**config.mk**
```make
export PLATFORM = sky130hd
export DESIGN_NAME = ahb_rr_arbiter_flat
export DESIGN_NICKNAME = d
export VERILOG_FILES = /design/src/rtl/ahb_rr_arbiter_if.sv /design/src/rtl/ahb_rr_arbiter.sv /design/src/flat_wrapper.sv
export SDC_FILE = /design/constraint.sdc
export NUM_CORES = 1
export LEC_CHECK = 0
export CELL_PAD_IN_SITES_DETAIL_PLACEMENT = 2
export CELL_PAD_IN_SITES_GLOBAL_PLACEMENT = 2
export CORE_ASPECT_RATIO = 0.8
export CORE_MARGIN = 2
export CORE_UTILIZATION = 25
export CTS_BUF_LIST = sky130_fd_sc_hd__clkbuf_4 sky130_fd_sc_hd__clkbuf_8 sky130_fd_sc_hd__clkbuf_16
export DETAILED_ROUTE_END_ITERATION = 12
export PLACE_DENSITY = 0.81
export SLEW_MARGIN = 30
export SYNTH_ARGS = -nofsm -noshare
export SYNTH_HDL_FRONTEND = slang
export SYNTH_SLANG_ARGS = --single-unit
```
**constraint.sdc**
```tcl
create_clock -name Hclk -period 2 [get_ports Hclk]
set_clock_uncertainty 0.1 [all_clocks]
set_input_delay 0.4 -clock Hclk [delete_from_list [all_inputs] [get_ports Hclk]]
set_output_delay 0.4 -clock Hclk [all_outputs]
set_load 0.05 [all_outputs]
```
**src/rtl/ahb_rr_arbiter_if.sv**
```systemverilog
// ---------------------------------------------------------------------------
// ahb_rr_arbiter_if
// Arbitration signals shared between the requesting masters and the
// round-robin arbiter.
//   Hbusreq   [NUM_MASTERS] per-master bus request
//   Hlock     [NUM_MASTERS] per-master locked-access request
//   Htrans    [2]           transfer type of the current owner
//   Hburst    [3]           burst type of the current owner
//   Hreadyout [1]           slave ready, a transfer is accepted when 1
//   Hgrant    [NUM_MASTERS] one-hot grant
//   Hmaster   [MASTER_W]    owner of the current address phase
//   Hmastlock [1]           current address phase is locked
// Modports: slave  - the arbiter (consumes requests, produces grants)
//           master - the requesting side (produces requests, sees grants)
// ---------------------------------------------------------------------------
interface ahb_rr_arbiter_if #(
  parameter int NUM_MASTERS = 4,
  parameter int MASTER_W    = 2
);
  logic [NUM_MASTERS-1:0] Hbusreq;
  logic [NUM_MASTERS-1:0] Hlock;
  logic [1:0]             Htrans;
  logic [2:0]             Hburst;
  logic                   Hreadyout;
  logic [NUM_MASTERS-1:0] Hgrant;
  logic [MASTER_W-1:0]    Hmaster;
  logic                   Hmastlock;

  modport slave (
    input  Hbusreq, Hlock, Htrans, Hburst, Hreadyout,
    output Hgrant, Hmaster, Hmastlock
  );

  modport master (
    output Hbusreq, Hlock, Htrans, Hburst, Hreadyout,
    input  Hgrant, Hmaster, Hmastlock
  );
endinterface

```
**src/rtl/ahb_rr_arbiter.sv**
```systemverilog
// ---------------------------------------------------------------------------
// ahb_rr_arbiter
// Round-robin AHB bus arbiter. Produces a registered one-hot grant, the
// address-phase owner index and the locked flag. Grants never move inside a
// fixed-length burst or a locked sequence. No datapath: the external address
// mux is steered by Hmaster.
// Ports:
//   Hclk    bus clock, all state changes on the rising edge
//   Hreset  synchronous active-high reset
//   bus     ahb_rr_arbiter_if.slave (requests in, grant/owner/lock out)
// ---------------------------------------------------------------------------
module ahb_rr_arbiter #(
  parameter int NUM_MASTERS    = 4,
  parameter int MASTER_W       = 2,
  parameter int DEFAULT_MASTER = 0
) (
  input  logic                  Hclk,
  input  logic                  Hreset,
  ahb_rr_arbiter_if.slave       bus
);

  typedef enum logic [1:0] {PARK, OWNED, BURST, LOCKED} state_e;

  localparam logic [1:0] HTRANS_IDLE   = 2'b00;
  localparam logic [1:0] HTRANS_BUSY   = 2'b01;
  localparam logic [1:0] HTRANS_NONSEQ = 2'b10;
  localparam logic [1:0] HTRANS_SEQ    = 2'b11;

  localparam logic [MASTER_W-1:0]    DEF_IDX   = MASTER_W'(DEFAULT_MASTER);
  localparam logic [NUM_MASTERS-1:0] DEF_GRANT = NUM_MASTERS'(1) << DEFAULT_MASTER;

  state_e                 state_q;
  logic [NUM_MASTERS-1:0] grant_q;
  logic [MASTER_W-1:0]    master_q;
  logic                   mastlock_q;
  logic [MASTER_W-1:0]    rr_ptr_q;
  logic [3:0]             beat_cnt_q;
  logic [3:0]             beat_cnt_d;

  logic [MASTER_W-1:0]    g_idx;
  logic                   lock_hold;
  logic                   arb_point;
  logic                   any_req;
  logic                   found;
  logic [MASTER_W-1:0]    sel_idx;

  // Beats remaining after the first one, for a NONSEQ of the given burst.
  function automatic logic [3:0] burst_last(input logic [2:0] burst);
    case (burst)
      3'b010, 3'b011: burst_last = 4'd3;
      3'b100, 3'b101: burst_last = 4'd7;
      3'b110, 3'b111: burst_last = 4'd15;
      default:        burst_last = 4'd0;  // SINGLE and undefined-length INCR
    endcase
  endfunction

  function automatic logic [MASTER_W-1:0] wrap_idx(input int unsigned v);
    return MASTER_W'(v % NUM_MASTERS);
  endfunction

  // NOTE: every output of a combinational block gets a default before any
  // branch, otherwise an unassigned path infers a latch.
  always_comb begin
    beat_cnt_d = beat_cnt_q;
    case (bus.Htrans)
      HTRANS_NONSEQ: beat_cnt_d = burst_last(bus.Hburst);
      HTRANS_SEQ:    if (beat_cnt_q != 4'd0) beat_cnt_d = beat_cnt_q - 4'd1;
      HTRANS_BUSY:   beat_cnt_d = beat_cnt_q;
      HTRANS_IDLE:   beat_cnt_d = 4'd0;
      default:       beat_cnt_d = beat_cnt_q;
    endcase
  end

  // Index of the currently granted master (grant_q is one-hot).
  always_comb begin
    g_idx = DEF_IDX;
    for (int i = 0; i < NUM_MASTERS; i++) begin
      if (grant_q[i]) g_idx = MASTER_W'(i);
    end
  end

  // Round-robin search starting just after the last winner. The last slot
  // visited is rr_ptr itself, so a lone requester keeps the bus.
  always_comb begin
    found   = 1'b0;
    sel_idx = DEF_IDX;
    for (int k = 1; k <= NUM_MASTERS; k++) begin
      if (!found && bus.Hbusreq[wrap_idx(int'(rr_ptr_q) + k)]) begin
        found   = 1'b1;
        sel_idx = wrap_idx(int'(rr_ptr_q) + k);
      end
    end
  end

  assign any_req   = |bus.Hbusreq;
  assign lock_hold = bus.Hlock[g_idx] & bus.Hbusreq[g_idx];
  // beat_cnt_d == 1 lets the grant move during the last beat's address
  // phase, so the next owner starts without a dead cycle.
  assign arb_point = (beat_cnt_d <= 4'd1) && !lock_hold;

  // NOTE: sequential state uses non-blocking assignments only, so every
  // register samples the pre-edge values regardless of statement order.
  always_ff @(posedge Hclk) begin
    if (Hreset) begin
      state_q    <= PARK;
      grant_q    <= DEF_GRANT;
      master_q   <= DEF_IDX;
      mastlock_q <= 1'b0;
      rr_ptr_q   <= DEF_IDX;
      beat_cnt_q <= 4'd0;
    end else if (bus.Hreadyout) begin
      // Wait states fall through this branch: everything holds.
      beat_cnt_q <= beat_cnt_d;
      master_q   <= g_idx;
      mastlock_q <= bus.Hlock[g_idx];

      if (arb_point) begin
        if (found) begin
          grant_q  <= NUM_MASTERS'(1) << sel_idx;
          rr_ptr_q <= sel_idx;
        end else begin
          grant_q  <= DEF_GRANT;
        end
      end

      case (state_q)
        PARK: begin
          if (arb_point && any_req) state_q <= OWNED;
        end
        OWNED: begin
          if (lock_hold)                     state_q <= LOCKED;
          else if (beat_cnt_d > 4'd1)        state_q <= BURST;
          else if (arb_point && !any_req)    state_q <= PARK;
        end
        BURST: begin
          // A lock raised on the final beat takes priority over release.
          if (lock_hold)                     state_q <= LOCKED;
          else if (beat_cnt_d <= 4'd1)       state_q <= OWNED;
        end
        LOCKED: begin
          if (!lock_hold) state_q <= (beat_cnt_d > 4'd1) ? BURST : OWNED;
        end
        default: state_q <= PARK;
      endcase
    end
  end

  assign bus.Hgrant    = grant_q;
  assign bus.Hmaster   = master_q;
  assign bus.Hmastlock = mastlock_q;

endmodule

```
**src/flat_wrapper.sv**
```systemverilog
// flat-port wrapper written by rule: the top's interface ports become plain ports
module ahb_rr_arbiter_flat 
#(
  parameter int NUM_MASTERS    = 4,
  parameter int MASTER_W       = 2,
  parameter int DEFAULT_MASTER = 0
)
  (Hclk, Hreset, bus_Hbusreq, bus_Hlock, bus_Htrans, bus_Hburst, bus_Hreadyout, bus_Hgrant, bus_Hmaster, bus_Hmastlock);
  ahb_rr_arbiter_if #(.NUM_MASTERS(NUM_MASTERS), .MASTER_W(MASTER_W)) bus_i ();
  input  logic Hclk;
  input  logic Hreset;
  input wire logic [$bits(bus_i.Hbusreq)-1:0] bus_Hbusreq;
  input wire logic [$bits(bus_i.Hlock)-1:0] bus_Hlock;
  input wire logic [$bits(bus_i.Htrans)-1:0] bus_Htrans;
  input wire logic [$bits(bus_i.Hburst)-1:0] bus_Hburst;
  input wire logic [$bits(bus_i.Hreadyout)-1:0] bus_Hreadyout;
  output wire logic [$bits(bus_i.Hgrant)-1:0] bus_Hgrant;
  output wire logic [$bits(bus_i.Hmaster)-1:0] bus_Hmaster;
  output wire logic [$bits(bus_i.Hmastlock)-1:0] bus_Hmastlock;
  assign bus_i.Hbusreq = bus_Hbusreq;
  assign bus_i.Hlock = bus_Hlock;
  assign bus_i.Htrans = bus_Htrans;
  assign bus_i.Hburst = bus_Hburst;
  assign bus_i.Hreadyout = bus_Hreadyout;
  assign bus_Hgrant = bus_i.Hgrant;
  assign bus_Hmaster = bus_i.Hmaster;
  assign bus_Hmastlock = bus_i.Hmastlock;
  ahb_rr_arbiter #(.NUM_MASTERS(NUM_MASTERS), .MASTER_W(MASTER_W), .DEFAULT_MASTER(DEFAULT_MASTER)) u_core (.Hclk(Hclk), .Hreset(Hreset), .bus(bus_i));
endmodule
```
==> results, run 1 <==
- For this configuration, the core starts out at a cell density of 0.257.
- The tool flagged a number of max-cap violations equal to 0.
- The run finished with clean final reports.
- For this run, the number of Yosys warnings is 0.
- In this run the cell area of the synthesized design comes to between 800 and 900 um^2.
- The slack of the worst reg-to-reg path is 0.13 ns.
- The post-synth net total is 118.
- The CTS tree is built.
- The kind of capture point of the worst setup path is a register.
- The top achievable clock speed is about 530 MHz.
- Synthesis instantiated 40 different standard cells from the library.
- The number of buffers added by the clock tree synthesis step is 3.
- The floorplan die width is 70.1 um.
- The worst pin sits at a relative slew slack of 0.664.
- In this run the number of H-tree levels came out at 1.
- In the final routed layout, each cell accounts on average for 15.5 um.
- The post-synthesis cell type with the largest combined area is sky130_fd_sc_hd__dfxtp_1.
- The pin count of the biggest net entering global routing is 16.
- The routed via count divided by cell count is approximately 5.0.
- The floorplan step defined a die boundary enclosing 0.00399 mm^2.
- In the post-synthesis netlist, the biggest area contributors are sky130_fd_sc_hd__dfxtp_1, sky130_fd_sc_hd__mux2i_1, sky130_fd_sc_hd__nand2b_1, sky130_fd_sc_hd__nor2_1, sky130_fd_sc_hd__nand3b_1.
- The startpoint identified for the worst hold timing path is u_core.bus.Hmaster[0]$_SDFFE_PP0P_.
- Setup repair after global routing left no endpoint under its margin.
- The non-filler instance count after layout is about 190.
- The total global-route track usage is 0.155.
- Power spread over the standard cell area amounts to around 620 mW/mm^2.
- In the finished design, the share of the clock period the worst path needs comes to 0.948.
- Clock latency on the worst-skew pair, taken at its later pin, is 0.24 ns.
- The placer's final routability congestion estimate is between 0.7 and 0.8.
- The ratio of cells with drive above 1 in the final layout is 0.292.
- After clock tree synthesis, the clock-pin slew on the worst setup and hold paths is 0.06 ns.
- The peak supply drop is ~210 uV.
- The static leakage power is between 0.5 and 0.6 nW.
- The hold violation count in the final report is 0.
- The worst hold path class is reg2reg.
- The total DRC errors in the routed layout is 0.
- The via count of the first global-routing pass is between 1000 and 1500.
- Setup violations remaining at the end of the flow were counted as 0.
- The floorplan row count is 19.
- The first detailed-routing pass ran for 3 iterations.
- Across all setup checks in the final design, the least slack found is 0.105 ns.
- The category of the most critical setup path is in2reg.
- In the synthesized netlist, the number of instances is 101.
- Of all nets on the critical path, the largest fanout is 3.
- Hold is met by between 0.3 and 0.4 ns.
- The transition time at the pin with the least slew margin is 0.502 ns.
- The minimum period implied by the final worst setup slack is 1.90 ns.
- The critical path starts at bus_Hburst[1].
- The depth of the worst register-to-register path is 7.
- For this block, the via count after detailed routing is a little over 900.
- The die is 56.9 um tall.
- The share of flip-flops with an asynchronous set or reset is 0.
- The cell with the most instances after synthesis is sky130_fd_sc_hd__dfxtp_1.
- The pre-CTS worst setup slack is -0.431 ns.
- In the final timing run, aggregate negative setup slack is 0 ns.
- The total area inside the core boundary comes to 0.00340 mm^2.
- After detailed placement, the design holds a cell count of 181.
- Of the post-synthesis cell area, the dominant cell type holds 0.298.
- The worst register-to-register path ends at u_core.bus.Hgrant[0]$_SDFFE_PP1P_.
- No sink is reached through more buffers than the 2 on the longest clock path.
- A synthesized cell averages 8.66 um^2.
- The detail route stage leaves a number of antenna-violating nets equal to 0.
- The repair_antennas step left the layout with diodes totalling 0.
- The layout net count is between 150 and 200.
- The cell depth of the worst hold path is 2.
- The number of clock sinks seen by CTS is 13.
- The endpoint with the worst hold slack is u_core.bus.Hmaster[0]$_SDFFE_PP0P_.
- Counting instances in the post-synthesis netlist gives the leading cell types as sky130_fd_sc_hd__dfxtp_1, sky130_fd_sc_hd__nor2_1, sky130_fd_sc_hd__mux2i_1.
- The wire-length estimate of the detail-placed layout is 2270 um.
- The data arrival time at the worst-slack endpoint is between 1.5 and 2 ns.
- The predominant post-synthesis flop cell is sky130_fd_sc_hd__dfxtp_1.
- Input and output buffers added on the ports amount to 21.
- The root buffer selected by CTS is sky130_fd_sc_hd__clkbuf_8.
- The worst setup path is launched from an input pin.
- The aggregate global routing overflow is 0.
- The number of antenna violations at the first check in global routing is 0.
- The wire length of the first global-routing pass is between 5000 and 6000 um.
- The count of flip-flops with a built-in enable after synthesis is 0.
- The final wirelength is 2880 um.
- The total I/O pin count is 23.
- The design draws 0.000853 W.
- The data required time at the worst endpoint is 2.03 ns.
- The area growth from synthesis to final layout is 57.4%.
- The DRC violation total after the first TritonRoute iteration is 28.
- The number of synthesized register bits is 13.
- The post-synthesis sequential area ratio is 0.298.
- The count of pins over their slew limit was 0.
- The start of the worst register-to-register path is u_core.beat_cnt_q[1]$_SDFFE_PP0P_.
==> per-layer routing <==
metal | vias to the layer above | part of all wire | global-route usage | routed length [um]
met5 | - | 0 | 0 | 0
met3 | 2 | 0.029 | 0.0323 | 84
met4 | 0 | 0.0028 | 0.0330 | 8
li1 | 457 | - | - | -
met2 | 12 | 0.50 | 0.273 | 1430
met1 | 463 | 0.47 | 0.196 | 1350
==> logic make-up (layout without fill, tap and decap cells) <==
kind of cell	Yosys count	count (layout)	share of synthesized area
fa+ha+maj	1	1	0.0143
mux	10	10	0.116
buf+inv	8	51	0.0358
flops	13	13	0.298
simple gates	48	48	0.348
compound gates	21	21	0.189
==> worst max path at each step <==
stage                                                    to  slack, ns
after floorplan           u_core.bus.Hgrant[0]$_SDFFE_PP1P_       0.01
after global placement    u_core.bus.Hgrant[0]$_SDFFE_PP1P_      -0.36
after detailed placement  u_core.bus.Hgrant[0]$_SDFFE_PP1P_      -0.43
after CTS                 u_core.bus.Hgrant[0]$_SDFFE_PP1P_      0.002
after global routing        u_core.rr_ptr_q[1]$_SDFFE_PP0P_      0.006
final                     u_core.bus.Hgrant[0]$_SDFFE_PP1P_       0.10
==> final cells by class <==
| cell class | count | area (um^2) |
|---|---|---|
| clock buffers | 4 | 48.8 |
| multi-input cells | 80 | 629 |
| flip-flops and latches | 13 | 262 |
| fillers | 383 | 2020 |
| well taps | 42 | 52.6 |
| inverters | 5 | 18.8 |
| repair buffers | 42 | 365 |
==> registers in the layout (all words and copies together) (netlist names) <==
signal                cells
u_core.beat_cnt_q         4
u_core.bus.Hgrant         4
u_core.bus.Hmaster        2
u_core.bus.Hmastlock      1
u_core.rr_ptr_q           2
==> through the flow <==
stage | instance area [um^2] | util
after floorplan | 875 | -
after global placement | 1260 | 0.372
after detailed placement | 1260 | 0.372
after CTS | 1340 | 0.395
after global routing | 1380 | 0.405
final | 1380 | 0.405
==> repair_timing <==
action	CTS	global route
setup endpoints to repair	6	6
pin swaps	6	5
resized for setup	8	9
hold endpoints to repair	0	0
hold buffers	0	0
buffers inserted	1	1
==> cell usage in the layout, fill, tap and decap left out, types with 2 or more instances in the layout <==
cell type,instances
sky130_fd_sc_hd__dfxtp_1,12
sky130_fd_sc_hd__nand4_1,2
sky130_fd_sc_hd__inv_2,2
sky130_fd_sc_hd__clkdlybuf4s50_1,11
sky130_fd_sc_hd__mux2i_1,9
sky130_fd_sc_hd__o221ai_2,2
sky130_fd_sc_hd__a211oi_1,4
sky130_fd_sc_hd__nand3b_1,5
sky130_fd_sc_hd__and3b_1,2
sky130_fd_sc_hd__inv_1,3
sky130_fd_sc_hd__dlymetal6s2s_1,4
sky130_fd_sc_hd__nand2b_1,8
sky130_fd_sc_hd__nor2_1,11
sky130_fd_sc_hd__dlygate4sd2_1,2
sky130_fd_sc_hd__a22oi_1,2
sky130_fd_sc_hd__clkbuf_8,3
sky130_fd_sc_hd__nor2b_1,2
sky130_fd_sc_hd__buf_4,25
sky130_fd_sc_hd__a21oi_1,3
sky130_fd_sc_hd__nand3_1,2
sky130_fd_sc_hd__nand2_1,5
==> critical path: stages <==
cell and delay [ns]:
sky130_fd_sc_hd__clkdlybuf4s50_1 0.54, sky130_fd_sc_hd__nor2_4 0.06, sky130_fd_sc_hd__o32ai_2 0.34, sky130_fd_sc_hd__nor3_4 0.09, sky130_fd_sc_hd__and2_0 0.18, sky130_fd_sc_hd__a221o_1 0.32
==> report_power, final <==
part	total, W	leakage (nW)	internal [W]	switching [W]
Combinational	0.000298	0.466	0.000150	0.000148
Clock	0.000252	0.0262	0.000154	0.0000978
Sequential	0.000302	0.107	0.000279	0.0000236
Total	0.000853	0.599	0.000583	0.000269
No activity file was read; power rests on OpenSTA's default activity.
==> inputs of run 2 (changes only) <==
--- a/config.mk
+++ b/config.mk
@@ -12,7 +12,7 @@
 export CORE_UTILIZATION = 25
 export CTS_BUF_LIST = sky130_fd_sc_hd__clkbuf_4 sky130_fd_sc_hd__clkbuf_8 sky130_fd_sc_hd__clkbuf_16
 export DETAILED_ROUTE_END_ITERATION = 12
-export PLACE_DENSITY = 0.81
+export PLACE_DENSITY = 0.86
 export SLEW_MARGIN = 30
 export SYNTH_ARGS = -nofsm -noshare
 export SYNTH_HDL_FRONTEND = slang
==> results, run 2 (synthesis results as in run 1) <==
- Once detailed placement completed, the half-perimeter wirelength came to 2390 um.
- Setup repair after global routing could not meet its margin everywhere.
- The worst slew margin relative to its limit is 0.755.
- The number of antenna violations at the first check in global routing came to 0.
- Across every metal layer, demand over resource in global routing totals 0.152.
- OpenSTA, run right after detailed placement, puts the worst setup slack at -0.433 ns.
- The detailed router placed between 900 and 1000 vias in this run.
- Compared with the post-synthesis result, the final layout area differs by 50.8%.
- For this design the ratio of total power to cell area is around 640 mW/mm^2.
- In the final routed layout, each cell accounts on average for 15.6 um.
- The startpoint type of the worst setup path is a register.
- The tool flagged a number of max-cap violations equal to 0.
- The data required time at the worst endpoint is 2.03 ns.
- The non-filler instance count after layout is 182.
- The global routing stage identified its most utilized layer as met2.
- The routed via count divided by cell count is 5.12.
- The core area is 0.00340 mm^2.
- CTS built an H-tree with a depth of 1.
- The count of inserted antenna diode cells is 0.
- IR analysis of the VDD net gives a maximum drop of roughly 220 uV.
- Wires add up to 2840 um.
- The total I/O pin count is 23.
- The height of the die is 56.9 um.
- The first global-routing pass estimated ~4800 um of wire.
- The post-route clock period utilization is 0.956.
- The category of the most critical setup path is reg2reg.
- Once placement finished, the instance area stood at about 0.0012 mm^2.
- The total DRC errors in the routed layout is 0.
- The placer's final routability congestion estimate is about 0.74.
- The floorplan die width is 70.1 um.
- The fill cell total of the finished layout is 387.
- The aggregate global routing overflow is 0.
- At the pin with the least slew margin, the transition time is 0.366 ns.
- The clock passes through at most 2 buffers.
- The data arrival time at the worst-slack endpoint is 1.94 ns.
- The first-pass detailed-route iteration total is 2.
- The flow ran to the end, and the final reports show no timing, DRC or antenna violations.
- The count of pins over their slew limit is 0.
- After the last flow step, the layout net total stands at 158.
- The met3 track demand over resource in global routing is 0.0395.
- The finished cells cover around 0.0013 mm^2.
- The worst hold path class is reg2reg.
- The root buffer selected by CTS is sky130_fd_sc_hd__clkbuf_8.
- The die covers approximately 0.004 mm^2.
- The detail route stage leaves a number of antenna-violating nets equal to 0.
- The top achievable clock speed is between 500 and 600 MHz.
- The total power is 0.000843 W.
- The total instance count after detailed placement is roughly 180.
- The via count of the first global-routing pass is 1068.
- The setup-violating endpoint count in the final report is 0.
- The initial cell density of the core is 0.257.
- Leaving out fill and tap cells, the most frequent cells in the layout are sky130_fd_sc_hd__buf_4, sky130_fd_sc_hd__nor2_1, sky130_fd_sc_hd__dfxtp_1, sky130_fd_sc_hd__clkdlybuf4s50_1, sky130_fd_sc_hd__mux2i_1.
- TritonCTS built the clock tree.
- The global-route met1 utilization is 0.166.
- In this run, the number of DRC markers left after iteration 0 of detailed routing was 18.
- The number of clock sinks seen by CTS is 13.
- Once routing completed, OpenROAD measured the worst setup slack at 0.0877 ns.
- The startpoint identified for the worst hold timing path is u_core.bus.Hmaster[1]$_SDFFE_PP0P_.
- Counting I/O delays and the setup requirement, the final critical path takes 1.91 ns.
- The kind of capture point of the worst setup path is a register.
- The clock reaches the later pin of the worst-skew pair after about 0.24 ns.
- For this run, global-route usage on met2 was measured as 0.288.
- The floorplan row count is 19.
- The total of buffers placed on input and output ports is 21.
- The source of the critical timing path is u_core.beat_cnt_q[0]$_SDFFE_PP0P_.
- Counting the buffers created by CTS gives 3.
- The hold violation count in the final report is 0.
- In the final layout, the share of cells above drive strength 1 is 0.286.
- The start of the worst register-to-register path is u_core.beat_cnt_q[0]$_SDFFE_PP0P_.
- The maximum fanout count along the critical path is 4.
- The pin count of the biggest net entering global routing is 16.
- In this run the static leakage power is 0.560 nW.
- Leaving out fill and tap cells, the most frequent cell in the layout is sky130_fd_sc_hd__buf_4.
- The post-CTS clock slew at the launch and capture registers of the worst setup and hold paths is 0.06 ns.
run 2: cell count changes in the layout (fill, tap and decap cells not counted):
cell / previous run / this run
sky130_fd_sc_hd__buf_4: 25 / 24
sky130_fd_sc_hd__clkdlybuf4s15_1: 0 / 1
sky130_fd_sc_hd__clkdlybuf4s50_1: 11 / 10
sky130_fd_sc_hd__dfxtp_1: 12 / 11
sky130_fd_sc_hd__dfxtp_2: 1 / 2
sky130_fd_sc_hd__dlymetal6s2s_1: 4 / 1
sky130_fd_sc_hd__nor2_1: 11 / 12
sky130_fd_sc_hd__nor2_4: 1 / 0
sky130_fd_sc_hd__o221ai_1: 0 / 1
sky130_fd_sc_hd__o221ai_2: 2 / 1
run 2: layer usage:
layer / up-vias / part of all wire
li1: 452 / -
met1: 451 / 0.40
met2: 22 / 0.54
met3: 6 / 0.044
met4: 0 / 0.0078
met5: - / 0
run 2: final timing paths:
path / to / slack, ns / cells after the start
setup / recovery: u_core.bus.Hgrant[2]$_SDFFE_PP0P_ / 0.09 / 7
setup reg to reg: u_core.bus.Hgrant[2]$_SDFFE_PP0P_ / 0.09 / 7
hold reg to reg: u_core.bus.Hmaster[1]$_SDFFE_PP0P_ / 0.39 / 2
hold / removal: u_core.bus.Hmaster[1]$_SDFFE_PP0P_ / 0.39 / 2
run 2: final cells by class:
class	count	area, um^2	area share
multi-input cells	80	616	0.467
inverters	5	18.8	0.0142
repair buffers	38	320	0.243
flip-flops and latches	13	263	0.199
well taps	42	52.6	0.0398
clock buffers	4	48.8	0.0370
run 2: critical path, cell delays in order (launching register included):
cell and delay, ns:
sky130_fd_sc_hd__dfxtp_2 0.33, sky130_fd_sc_hd__inv_2 0.05, sky130_fd_sc_hd__ha_4 0.16, sky130_fd_sc_hd__nor3b_4 0.16, sky130_fd_sc_hd__o211a_1 0.27, sky130_fd_sc_hd__nor3_4 0.23, sky130_fd_sc_hd__nand3_2 0.14, sky130_fd_sc_hd__mux2_1 0.35
run 2: stage by stage:
| stage | hold WS [ns] | utilization | setup TNS (ns) |
|---|---|---|---|
| after floorplan | 0.368 | - | 0 |
| after global placement | 0.384 | 0.361 | -1.54 |
| after detailed placement | 0.385 | 0.361 | -2.33 |
| after CTS | 0.392 | 0.383 | -0.00301 |
| after global routing | 0.432 | 0.388 | -0.0134 |
| final | 0.390 | 0.388 | 0 |
run 2: where the power goes:
group          total [W]  internal (W)  switching (W)
clock           0.000254      0.000154      0.0000997
sequential      0.000302      0.000279      0.0000229
combinational   0.000287      0.000143       0.000144
run 2: repair_timing:
| item | in CTS | in global routing |
|---|---|---|
| pin swaps | 1 | 5 |
| hold buffers | 0 | 0 |
| endpoints found under the setup margin | 6 | 6 |
| resized for setup | 7 | 7 |
| buffers inserted | 1 | 0 |
==> inputs of run 3 (changes only) <==
--- a/config.mk
+++ b/config.mk
@@ -7,7 +7,7 @@
 export LEC_CHECK = 0
 export CELL_PAD_IN_SITES_DETAIL_PLACEMENT = 2
 export CELL_PAD_IN_SITES_GLOBAL_PLACEMENT = 2
-export CORE_ASPECT_RATIO = 0.8
+export CORE_ASPECT_RATIO = 0.9
 export CORE_MARGIN = 2
 export CORE_UTILIZATION = 25
 export CTS_BUF_LIST = sky130_fd_sc_hd__clkbuf_4 sky130_fd_sc_hd__clkbuf_8 sky130_fd_sc_hd__clkbuf_16
==> results, run 3 (synthesis results as in run 1) <==
- The data arrival time at the worst-slack endpoint is 1.95 ns.
- The hold violation count in the final report is 0.
- The net switching power is 0.000265 W.
- The static leakage power is 0.570 nW.
- The number of clock sinks seen by CTS is 13.
- For this configuration, the core starts out at a cell density of 0.261.
- The combinational share of power is 0.349.
- The worst slew margin relative to its limit is 0.774.
- The floorplan has 20 rows.
- The H-tree depth is 1.
- The area growth from synthesis to final layout is 55.2%.
- The post-route worst setup slack is 0.0792 ns.
- In this run the remaining antenna-violating nets after routing total 0.
- The count of pins over their slew limit is 0.
- The data required time at the worst endpoint is slightly above 2 ns.
- The cell-internal power is 0.000582 W.
- The number of buffers and inverters on the critical path is 1.
- Among all stages on the critical path, the largest delay is contributed by sky130_fd_sc_hd__clkdlybuf4s50_1.
- Dividing the detail-routed wire length by the instance count gives 14.6 um.
- The maximum single-stage delay on the critical path is 0.44 ns.
- Before CTS, the worst setup slack after placement is -0.379 ns.
- The first global-routing pass estimated about 4500 um of wire.
- The top achievable clock speed is 521 MHz.
- The final wirelength is 2720 um.
- The number of buffers added by the clock tree synthesis step is 3.
- The DRC violation total after the first TritonRoute iteration is 19.
- The die footprint is 0.00399 mm^2.
- Entering global routing, the biggest net connects 16 pins.
- The final design area excluding fillers is roughly 0.0014 mm^2.
- The maximum fanout count along the critical path is 3.
- The congestion estimate from routability-driven global placement came to 0.766.
- The total power per unit cell area is between 600 and 700 mW/mm^2.
- The cell family contributing the most delay on the critical path is simple AND/OR/NAND/NOR gates.
- The worst-skew pair later-pin latency is around 0.24 ns.
- The library cells used most frequently in the layout, excluding fill and tap cells, are sky130_fd_sc_hd__buf_4, sky130_fd_sc_hd__dfxtp_1, sky130_fd_sc_hd__nor2_1, sky130_fd_sc_hd__clkdlybuf4s50_1, sky130_fd_sc_hd__mux2i_1.
- In the final design database the tool counted 160 nets.
- The post-DP HPWL is about 2100 um.
- For this run, the number of standard cells in the final layout without fillers is ~190.
- The tightest min-delay check is of the reg2reg type.
- In this run the vertical extent of the chip is 60.1 um.
- The transition time at the pin with the least slew margin is 0.336 ns.
- The count of buffers added on input and output ports is 21.
- The peak supply drop is 168 uV.
- After floorplanning, the core was sized to cover 0.00335 mm^2.
- The via count of the first global-routing pass came to 1008.
- The total DRC errors in the routed layout is 0.
- The post-route clock period utilization is 0.960.
- Buffers inserted to repair hold after CTS numbered 0.
- STA classifies the critical path endpoint as a register.
- The share of total power dissipated in the clock network is 0.294.
- Summing over every cut layer, the via total after detailed routing is 930.
- The setup-violating endpoint count in the final report is 0.
- The total global-route track usage is 0.149.
- The floorplan die width is 66.3 um.
- In this run, placement finished with an instance count of around 180.
- By startpoint and endpoint, the worst setup path is classified as in2reg.
- The aggregate global routing overflow is 0.
- The share of total power consumed by net switching is 0.313.
- Of the total power, registers draw 0.356.
- The total I/O pin count is 23.
- The root buffer selected by CTS is sky130_fd_sc_hd__clkbuf_8.
- The library cell used most frequently in the layout, excluding fill and tap cells, is sky130_fd_sc_hd__buf_4.
- The total power is 0.000848 W.
- For this run, the detailed router's first-pass iteration total came to 4.
- Across the run, the number of max-cap violations was 0.
- The placed instances occupy a cell area of 0.00124 mm^2.
- The number of antenna violations at the first check in global routing is 0.
- The minimum period implied by the final worst setup slack is 1.92 ns.
- STA classifies the critical path startpoint as an input pin.
- 0 antenna diodes ended up in the layout.
- TritonCTS built the clock tree.
- Of the cells placed in the final design, the portion with a size suffix greater than 1 is 0.310.
- Using the TritonRoute via totals, the vias-per-cell ratio works out to roughly 5.
- Setup repair after global routing could not meet its margin everywhere.
- The signal on the critical path passes through clkdlybuf4s50_1, or2_1, or3_1, or3b_1, nor2_1, mux2_1.
- Measured on the finished design, the core utilization comes to 0.405.
- After clock tree synthesis, the clock-pin slew on the worst setup and hold paths is 0.06 ns.
- The number of buffers on the longest clock path is 2.
- The run finished with clean final reports.
==> run 3: through the flow <==
step	hold slack (ns)	setup TNS, ns
global placement	0.389	-1.56
CTS	0.393	0
detailed placement	0.386	-1.94
finish	0.394	0
global route	0.411	-0.0449
floorplan	0.368	0
==> run 3: layout make-up <==
| type | count | area [um^2] |
|---|---|---|
| repair buffers | 40 | 335 |
| inverters | 5 | 18.8 |
| well taps | 44 | 55.1 |
| clock buffers | 4 | 48.8 |
| fillers | 398 | 2000 |
| flip-flops and latches | 13 | 262 |
| multi-input cells | 80 | 638 |
==> run 3: timing repair <==
action                                  4_1_cts  5_1_grt
endpoints found under the setup margin        6        6
resized for setup                             5       10
buffers inserted                              1        0
pin swaps                                     1        3
==> run 3: metal layers <==
layer	GRT usage	vias to the layer above	wire length (um)	share of wire
li1	-	454	-	-
met1	0.161	447	1130	0.42
met2	0.286	23	1430	0.53
met3	0.0132	6	86	0.032
met4	0.0787	0	62	0.023
met5	0	-	0	0
==> run 3: worst paths after layout <==
kind                                            from  slack (ns)  depth (start not counted)                                 end
setup / recovery                      bus_Hbusreq[2]        0.08                          6   u_core.bus.Hgrant[2]$_SDFFE_PP0P_
hold / removal    u_core.bus.Hmaster[1]$_SDFFE_PP0P_        0.39                          2  u_core.bus.Hmaster[1]$_SDFFE_PP0P_
setup reg to reg   u_core.beat_cnt_q[0]$_SDFFE_PP0P_        0.09                          7   u_core.bus.Hgrant[0]$_SDFFE_PP1P_
hold reg to reg   u_core.bus.Hmaster[1]$_SDFFE_PP0P_        0.39                          2  u_core.bus.Hmaster[1]$_SDFFE_PP0P_
==> run 3: power groups by stage <==
stage	sequential [W]	combinational, W	clock [W]
detailed placement	0.000306	0.000275	0
finish	0.000302	0.000296	0.000249
CTS	0.000302	0.000288	0.000254
global route	0.000306	0.000322	0.000263
global placement	0.000305	0.000261	0
floorplan	0.000340	0.000117	0
==> run 3: worst reg2reg max path: cells and delay by family (launching register included) <==
family                     cells  cell delay, ns
AOI/OAI and AO/OA              2            0.62
adders and majority gates      1            0.17
buffers and inverters          1            0.06
DFF                            1            0.34
and+or+nand+nor                3            0.50
